[src/rtl/uart_tx_arbiter.sv]
// uart_tx_arbiter
// Shares one UART transmitter between two byte sources (port 0: loader echo,
// port 1: core output). Each port owns a small circular FIFO; a round-robin
// scheduler pops the FIFOs into the UART with a start_transmit pulse and
// follows the tx_ready level through a three-state handshake FSM.
// Optional build macro: UART_TX_ARB_STATS_EN adds saturating per-port drop
// counters (drop0/drop1) for writes lost on a full FIFO.

module uart_tx_arbiter #(
    parameter int FIFO_LOG2    = 3,
    parameter int BUSY_TIMEOUT = 64
) (
    input  logic       sysClk,
    input  logic       reset,
    input  logic       flush,
    input  logic       wr0,
    input  logic [7:0] data0,
    output logic       full0,
    input  logic       wr1,
    input  logic [7:0] data1,
    output logic       full1,
    input  logic       tx_ready,
    output logic       start_transmit,
    output logic [7:0] data_tx,
    output logic       busy
`ifdef UART_TX_ARB_STATS_EN
    ,
    output logic [7:0] drop0,
    output logic [7:0] drop1
`endif
);

    localparam int DEPTH = 1 << FIFO_LOG2;
    localparam int TW    = $clog2(BUSY_TIMEOUT + 1);

    localparam logic [FIFO_LOG2:0]   CNT_ZERO   = (FIFO_LOG2 + 1)'(0);
    localparam logic [FIFO_LOG2:0]   CNT_FULL   = (FIFO_LOG2 + 1)'(DEPTH);
    localparam logic [FIFO_LOG2-1:0] PTR_ZERO   = FIFO_LOG2'(0);
    localparam logic [TW-1:0]        TIMER_ZERO = TW'(0);
    localparam logic [TW-1:0]        TIMER_LAST = TW'(BUSY_TIMEOUT - 1);

    typedef enum logic [1:0] {
        ST_IDLE      = 2'd0,
        ST_WAIT_BUSY = 2'd1,
        ST_WAIT_IDLE = 2'd2
    } state_e;

    // FIFO storage and bookkeeping, index 0 = port 0, index 1 = port 1
    logic [7:0]           mem_q    [2][DEPTH];
    logic [FIFO_LOG2-1:0] wr_ptr_q [2];
    logic [FIFO_LOG2-1:0] wr_ptr_d [2];
    logic [FIFO_LOG2-1:0] rd_ptr_q [2];
    logic [FIFO_LOG2-1:0] rd_ptr_d [2];
    logic [FIFO_LOG2:0]   cnt_q    [2];
    logic [FIFO_LOG2:0]   cnt_d    [2];
    logic [7:0]           wdata_s  [2];
    logic [1:0]           wr_s;
    logic [1:0]           push_s;
    logic [1:0]           pop_s;
    logic [1:0]           ne_s;
    logic [1:0]           full_q;
    logic [1:0]           full_d;

    // Scheduler / FSM state
    state_e        state_q;
    state_e        state_d;
    logic [TW-1:0] timer_q;
    logic [TW-1:0] timer_d;
    logic          start_q;
    logic          start_d;
    logic [7:0]    data_tx_q;
    logic [7:0]    data_tx_d;
    logic          last_q;
    logic          last_d;
    logic          busy_q;
    logic          busy_d;
    logic          grant_s;
    logic          sel_s;

    // Grant decision: round robin between non-empty FIFOs while the UART is idle
    always_comb begin
        wr_s       = {wr1, wr0};
        wdata_s[0] = data0;
        wdata_s[1] = data1;
        ne_s[0]    = (cnt_q[0] != CNT_ZERO);
        ne_s[1]    = (cnt_q[1] != CNT_ZERO);
        // flush empties the FIFOs this edge, so nothing may be popped alongside it
        grant_s    = (state_q == ST_IDLE) && tx_ready && (ne_s != 2'b00) && !flush;
        if (ne_s == 2'b11) begin
            sel_s = ~last_q;
        end else if (ne_s[1]) begin
            sel_s = 1'b1;
        end else begin
            sel_s = 1'b0;
        end
    end

    // FIFO next state: push/pop per port, flush overrides everything
    always_comb begin
        pop_s  = 2'b00;
        push_s = 2'b00;
        full_d = 2'b00;
        for (int p = 0; p < 2; p++) begin
            wr_ptr_d[p] = wr_ptr_q[p];
            rd_ptr_d[p] = rd_ptr_q[p];
            cnt_d[p]    = cnt_q[p];
            pop_s[p]    = grant_s && (sel_s == 1'(p));
            // a full FIFO still accepts a write when its head leaves the same cycle
            push_s[p]   = wr_s[p] && !flush && ((cnt_q[p] != CNT_FULL) || pop_s[p]);
            if (flush) begin
                wr_ptr_d[p] = PTR_ZERO;
                rd_ptr_d[p] = PTR_ZERO;
                cnt_d[p]    = CNT_ZERO;
            end else begin
                wr_ptr_d[p] = wr_ptr_q[p] + FIFO_LOG2'(push_s[p]);
                rd_ptr_d[p] = rd_ptr_q[p] + FIFO_LOG2'(pop_s[p]);
                cnt_d[p]    = cnt_q[p] + (FIFO_LOG2 + 1)'(push_s[p])
                                       - (FIFO_LOG2 + 1)'(pop_s[p]);
            end
            full_d[p] = (cnt_d[p] == CNT_FULL);
        end
    end

    // FSM next state: start pulse, wait for UART busy (with timeout), wait for idle
    always_comb begin
        state_d   = state_q;
        timer_d   = timer_q;
        start_d   = 1'b0;
        data_tx_d = data_tx_q;
        last_d    = last_q;
        case (state_q)
            ST_IDLE: begin
                if (grant_s) begin
                    state_d   = ST_WAIT_BUSY;
                    timer_d   = TIMER_ZERO;
                    start_d   = 1'b1;
                    data_tx_d = mem_q[sel_s][rd_ptr_q[sel_s]];
                    last_d    = sel_s;
                end else begin
                    state_d   = ST_IDLE;
                end
            end
            ST_WAIT_BUSY: begin
                if (!tx_ready) begin
                    state_d = ST_WAIT_IDLE;
                end else if (timer_q == TIMER_LAST) begin
                    // UART never acknowledged; move on rather than deadlock
                    state_d = ST_WAIT_IDLE;
                end else begin
                    timer_d = timer_q + TW'(1);
                end
            end
            ST_WAIT_IDLE: begin
                if (tx_ready) begin
                    state_d = ST_IDLE;
                end else begin
                    state_d = ST_WAIT_IDLE;
                end
            end
            default: begin
                state_d = ST_IDLE;
            end
        endcase
        busy_d = (cnt_d[0] != CNT_ZERO) || (cnt_d[1] != CNT_ZERO) || (state_d != ST_IDLE);
    end

    // FIFO pointer, count and full-flag registers
    always_ff @(posedge sysClk or negedge reset) begin
        if (!reset) begin
            for (int p = 0; p < 2; p++) begin
                wr_ptr_q[p] <= PTR_ZERO;
                rd_ptr_q[p] <= PTR_ZERO;
                cnt_q[p]    <= CNT_ZERO;
            end
            full_q <= 2'b00;
        end else begin
            for (int p = 0; p < 2; p++) begin
                wr_ptr_q[p] <= wr_ptr_d[p];
                rd_ptr_q[p] <= rd_ptr_d[p];
                cnt_q[p]    <= cnt_d[p];
            end
            full_q <= full_d;
        end
    end

    // FIFO storage write; contents beyond the count are never read, so no reset
    always_ff @(posedge sysClk) begin
        for (int p = 0; p < 2; p++) begin
            if (push_s[p]) begin
                mem_q[p][wr_ptr_q[p]] <= wdata_s[p];
            end
        end
    end

    // Scheduler FSM with registered outputs
    always_ff @(posedge sysClk or negedge reset) begin
        if (!reset) begin
            state_q   <= ST_IDLE;
            timer_q   <= TIMER_ZERO;
            start_q   <= 1'b0;
            data_tx_q <= 8'h00;
            last_q    <= 1'b1;
            busy_q    <= 1'b0;
        end else begin
            state_q   <= state_d;
            timer_q   <= timer_d;
            start_q   <= start_d;
            data_tx_q <= data_tx_d;
            last_q    <= last_d;
            busy_q    <= busy_d;
        end
    end

    assign full0          = full_q[0];
    assign full1          = full_q[1];
    assign start_transmit = start_q;
    assign data_tx        = data_tx_q;
    assign busy           = busy_q;

`ifdef UART_TX_ARB_STATS_EN
    logic [7:0] drop_q     [2];
    logic [7:0] drop_d     [2];
    logic [1:0] drop_evt_s;

    // Drop counters: a write that neither lands nor is cleared by flush is lost
    always_comb begin
        drop_evt_s = 2'b00;
        for (int p = 0; p < 2; p++) begin
            drop_evt_s[p] = wr_s[p] && !flush && !push_s[p];
            if (drop_evt_s[p] && (drop_q[p] != 8'hFF)) begin
                drop_d[p] = drop_q[p] + 8'd1;
            end else begin
                drop_d[p] = drop_q[p];
            end
        end
    end

    // Drop counter registers; flush intentionally leaves them alone
    always_ff @(posedge sysClk or negedge reset) begin
        if (!reset) begin
            drop_q[0] <= 8'h00;
            drop_q[1] <= 8'h00;
        end else begin
            drop_q[0] <= drop_d[0];
            drop_q[1] <= drop_d[1];
        end
    end

    assign drop0 = drop_q[0];
    assign drop1 = drop_q[1];
`endif

endmodule

[config.mk]
export PLATFORM = sky130hd
export DESIGN_NAME = uart_tx_arbiter
export DESIGN_NICKNAME = d
export VERILOG_FILES = /design/src/rtl/uart_tx_arbiter.sv
export SDC_FILE = /design/constraint.sdc
export NUM_CORES = 1
export LEC_CHECK = 0
export ABC_AREA = 1
export BUFFER_PORTS_ARGS = -buffer_cell sky130_fd_sc_hd__buf_4
export CORE_UTILIZATION = 40
export DETAILED_ROUTE_END_ITERATION = 16
export MAX_ROUTING_LAYER = met4
export PLACE_DENSITY = 0.62
export SETUP_SLACK_MARGIN = 0.1
export SLEW_MARGIN = 20
export SYNTH_ARGS = -nofsm -noshare
export SYNTH_HDL_FRONTEND = slang
export SYNTH_SLANG_ARGS = --single-unit
[constraint.sdc]
create_clock -name sysClk -period 7.1 [get_ports sysClk]
set_input_delay 1.42 -clock sysClk [delete_from_list [all_inputs] [get_ports sysClk]]
set_output_delay 1.42 -clock sysClk [all_outputs]
set_load 0.01 [all_outputs]
Word-level counts from Yosys, hierarchy flattened --
Memories as Yosys holds them, arrays and structs flattened. Index checks and enable logic that the tools add are counted.
Storage, ports and cells: memories 1, register bits after elaboration 42, ROM bits 0, output and inout port bits 12, RAM bits 128, bits of input ports 22, bits in latches 0, word-level logic and storage cells 105
Cells by class: eq/ne operators 11, add/subtract/negate cells 9, bitwise gates (word level) 6, shifts and indexed selects 0, reduce and logical (&&, ||, !) cells 26, order comparisons 6, multiplexer cells 33, divide/modulo/power cells 0, $mul 0
Memory list:
- mem_q | depth 2, bits a word 64, rd ports 1, clocked after memory_dff 0, wr ports 2, RTL line 49 | logic [7:0] mem_q [2][DEPTH];
Operators by type and width (number):
- two-way mux 64 bit | 2
- demux 8 bit (select 3 bit) | 2
- two-way mux 8 bit | 4
- binary-select mux 8 bit (select 3 bit) | 1
- two-way mux 3 bit | 7
- two-way mux 7 bit | 3
- nonzero test 4 bit | 4
- case mux 7 bit (2 select lines) | 1
- adder 3 x 1 -> 3 bit | 4
- >= comparator 4 bit, second input constant | 3
- inverter 3 -> 4 bit | 3
- logical AND 1 bit | 11
- adder 4 x 1 -> 4 bit | 2
- == test 4 bit, second input constant | 2
- < comparator 4 x 1 -> 1 bit, second input constant | 2
- two-way mux 4 bit | 2
- inequality test 4 bit, second input constant | 2
- subtractor 4 x 1 -> 4 bit | 2
- adder 7 x 1 -> 7 bit, second input constant | 1
- == test 7 x 6 -> 1 bit, second input constant | 1
- two-way mux 1 bit | 7
- two-way mux 2 bit | 3
- inequality test 2 bit, second input constant | 3
- case mux 2 bit (3 select lines) | 1
- other kinds (11) | 18

Depth between registers and ports, before layout --
depth after elaboration 13, gate-level depth with buffers 20, gate-level depth less buffers 20

Worst setup path after synthesis --
No wires, ideal clock.
path kind input port to flip-flop, from input port tx_ready, to register busy_q, in the netlist busy, required time 6965 ps, cell stages on the path 16, library setup time 135 ps, buffers on the path 0, data arrival time 3804 ps, slack 3161 ps, cells stage by stage inv_1 nor3_1 nand2_1 inv_2 nand3_1 nand3_1 nand3_2 ha_1 inv_1 ha_1 fa_1 inv_1 nor2_1 or3_1 nor3_1 nand4_1
RTL lines:
- start: declaration | RTL line 22 | input logic tx_ready,
- end signal: assignment | RTL line 210 | busy_q <= busy_d;
- end: declaration | RTL line 75 | logic busy_q;

==> parameters.txt <==
Parameter                              Value

Synth
  Main synth FF type ... sky130_fd_sc_hd__edfxtp_1
  Synthesized area divided by synthesized cell count ... 10.2 µm²
  Library cell occupying the most area in the post-synthesis netlist ... sky130_fd_sc_hd__edfxtp_1
  Number of standard cells after synthesis ... 755
  Synthesized cell area ... 7700 µm²
  Fraction of synthesized cell area taken by the top area cell type ... 49.9%
  Net count after synthesis ... 800
  Number of register bits inferred by synthesis ... 170
  Yosys warning total ... 0
  Number of synthesized flops with an enable pin ... 128
  Largest cells by area after synthesis ... sky130_fd_sc_hd__edfxtp_1 50%, sky130_fd_sc_hd__dfrtp_1 13%, sky130_fd_sc_hd__nand2_1 12%
  Synth async-reset ratio ... 24.7%
  Count of distinct cell types in the synthesized netlist ... 30
  Register area share after synthesis ... 63.6%

Clock tree
  CTS H-Tree Depth ... 4
  Post-CTS Hold Fix Bufs ... 0
  Count of instances resized after the clock tree is built ... 0
  TritonCTS clock tree ... yes
  Buffer depth of the longest clock path ... 2
  Clock Tree Root ... sky130_fd_sc_hd__clkbuf_16
  Post CTS Setup Buffer Count ... 0
  Sink Count ... 170
  Worst-Skew Late Latency ... 0.43 ns
  Clock-pin slew on the worst setup and hold paths ... 0.06 ns
  TritonCTS buffer count ... 17

Worst setup path
  Worst-path maximum fanout ... 15
  Arrival time at the worst endpoint ... 4.81 ns
  Top delay family on crit path ... simple AND/OR/NAND/NOR gates
  Capture point of the worst path ... busy
  Worst setup path startpoint ... flush
  Worst Setup Start Kind ... primary input
  Reg-to-reg startpoint ... cnt_q[6]
  Slowest-stage cell, CP ... sky130_fd_sc_hd__fa_1
  CP endpoint kind ... register
  Largest stage delay on the critical path ... 0.44 ns
  Stages on the worst setup path ... 16
  Number of buffer and inverter stages on the critical path ... 5
  Cells along the critical path ... buf_4, inv_2, nand2_1, inv_2, nand3_1, nand3_1, nand3_2, ha_1, inv_1, ha_1, fa_1, inv_1, nor2_1, or3_1, nor3_1, nand4_1
  Worst reg2reg endpoint ... busy
  Cell count of the worst reg-to-reg path ... 17
  Register-to-register setup slack ... 2.71 ns
  Worst endpoint required time ... 7.40 ns
  Start-to-end type of the worst setup path ... in2reg

Floorplanning
  Starting utilization of the core area ... 41.0%
  Core Region ... 18,800 µm²
  Site Rows ... 50
  Die Ht ... 141 µm
  Die Area ... 19,800 µm²
  Chip Width ... 141 µm
  Number of I/O pins ... 34

Drt
  Avg WL per Cell ... 17.6 µm
  Number of vias per cell after detailed routing ... 5.10
  Final wirelength ... 18,000 µm
  Antenna violation net count after detailed routing ... 0
  Number of vias after detailed routing ... 5,206
  DRC ... 0
  TritonRoute pass-1 iters ... 5
  1st-iter DRT viols ... 554

Placement
  Last weighted congestion value of the routability-driven placer ... 0.782
  Count of input and output buffers ... 33
  Post-placement worst setup slack ... 2.18 ns
  Detailed placement HPWL ... 10,900 µm

Final layout
  # diodes ... 0
  Nets@finish ... 821
  Ratio of cells with drive above 1 in the final layout ... 10.0%
  Relative area change from synthesis to final layout ... 11.4%

Pwr
  P_leak ... 0.00368 µW
  Highest ir drop seen on vdd ... 0.000265 V
  Cell area power density ... 404 nW/µm²
  Final Total Pwr ... 3460 µW

STA
  Fin. Hold Viols ... 0
  Final-layout worst hold slack ... 0.493 ns
  Finish-stage setup viols ... 0
  Max-slew headroom ... 22.7%
  Actual slew at the worst max-slew pin ... 1.16 ns
  Slew Limit Fails ... 0
  Period Utilization, post-route ... 63.5%
  Shortest clock period the worst path allows after layout ... 4.51 ns
  Worst setup margin ... 2.59 ns
  Maximum clock rate ... 222 MHz
  RSZ-0062 raised after global routing ... false
  Setup clock skew after layout ... 0.0110 ns
  Post-route setup TNS ... 0 ns

Job
  Maximum Capacitance Violations ... 0

GRT
  GR Overflow Total ... 0
  All-Layer GR Usage ... 20.0%
  Pin count of the biggest net entering global routing ... 72
  Global-route wire length before repair ... 28,200 µm
  Initial antenna violation count ... 0
  Via count of the first global-routing pass ... 5,045

Worst hold path
  Class of the worst hold path ... reg2reg
  Instance count along the most critical hold path ... 2

Run status
  Status ... complete, no violations
[cells by family (layout without fill, tap and decap cells)]
family | after synthesis | count (layout) | share of synthesized area [%]
AO/OA/AOI/OAI | 14 | 14 | 1.28
XOR/XNOR | 5 | 5 | 0.569
adder cells (fa/ha/maj) | 23 | 23 | 3.93
buffers and inverters | 90 | 122 | 5.49
flip-flops | 170 | 170 | 63.6
AND/OR/NAND/NOR | 453 | 453 | 25.1
[state kept, by name (all words and copies together) (netlist names)]
name / count
full_q: 2
last_q: 1
mem_q: 128
rd_ptr_q: 6
busy: 1
wr_ptr_q: 6
state_q: 2
cnt_q: 8
timer_q: 7
data_tx: 8
start_transmit: 1
[worst reg2reg max path: stages, from the launching register on]
cell and delay (ns):
sky130_fd_sc_hd__dfrtp_1 0.35, sky130_fd_sc_hd__inv_1 0.09, sky130_fd_sc_hd__ha_1 0.17, sky130_fd_sc_hd__nand2_2 0.08
sky130_fd_sc_hd__nand2_4 0.56, sky130_fd_sc_hd__nand2_4 0.71, sky130_fd_sc_hd__nand2_1 0.32, sky130_fd_sc_hd__nand3_1 0.11
sky130_fd_sc_hd__nand3_2 0.18, sky130_fd_sc_hd__ha_1 0.27, sky130_fd_sc_hd__inv_1 0.06, sky130_fd_sc_hd__ha_1 0.17
sky130_fd_sc_hd__fa_1 0.41, sky130_fd_sc_hd__inv_1 0.06, sky130_fd_sc_hd__nor2_1 0.04, sky130_fd_sc_hd__or3_1 0.39
sky130_fd_sc_hd__nor3_1 0.19, sky130_fd_sc_hd__nand4_1 0.09
[Yosys cell counts, types with 3 or more instances]
cell	count
sky130_fd_sc_hd__inv_1	52
sky130_fd_sc_hd__o21ai_0	5
sky130_fd_sc_hd__xor2_1	3
sky130_fd_sc_hd__nor3_1	4
sky130_fd_sc_hd__ha_1	21
sky130_fd_sc_hd__nand2_2	3
sky130_fd_sc_hd__nand2_1	251
sky130_fd_sc_hd__a21oi_1	5
sky130_fd_sc_hd__nor2_1	47
sky130_fd_sc_hd__edfxtp_1	128
sky130_fd_sc_hd__nand3_1	136
sky130_fd_sc_hd__dfrtp_1	41
sky130_fd_sc_hd__buf_4	4
sky130_fd_sc_hd__buf_2	20
sky130_fd_sc_hd__inv_2	4
sky130_fd_sc_hd__clkbuf_1	4
sky130_fd_sc_hd__buf_6	6
[cells in the final DEF, fill, tap and decap left out, drive strengths merged, types with 3 or more instances in the layout]
master,count
a21oi,5
nor2,49
o21ai,7
xor2,3
edfxtp,128
clkbuf,17
nand2,256
ha,21
dfrtp,41
buf,36
nand3,138
inv,58
nor3,4
clkinv,8
[final cells by class]
class / instances / area (µm²)
Multi-Input combinational cell: 495 / 2380
Inverter: 56 / 210
Clock inverter: 13 / 104
Fill cell: 1748 / 10200
Sequential cell: 170 / 4900
Clock buffer: 17 / 425
Tap cell: 234 / 293
Timing Repair Buffer: 36 / 270
[how the worst min path moves through the flow]
| stage | from | to | slack, ns |
|---|---|---|---|
| CTS | last_q | last_q | 0.49 |
| global route | last_q | last_q | 0.50 |
| finish | last_q | last_q | 0.49 |
| floorplan | last_q | last_q | 0.47 |
| global placement | data_tx[0] | data_tx[0] | 0.49 |
| detailed placement | last_q | last_q | 0.48 |
[layer usage]
layer / wire length, µm / global-route usage [%] / vias to the layer above
met3: 834 / 3.23 / 20
met5: 0 / - / -
li1: - / - / 2556
met2: 8540 / 30.3 / 128
met1: 8280 / 26.9 / 2502
met4: 313 / 8.18 / 0
[through the flow]
stage,utilization [%],std cells,cell area [µm²]
after detailed placement,42.9,991,8050
final,45.7,1021,8580
after CTS,45.7,1021,8580
after global placement,42.9,991,8050
after global routing,45.7,1021,8580
after floorplan,-,755,7700
[where the power goes]
part           internal [µW]  switching (µW)  leakage (µW)
Combinational            446             969       0.00171
Clock                    474             372      0.000253
Sequential              1150            48.4       0.00171
(Power assumes the default switching activity.)
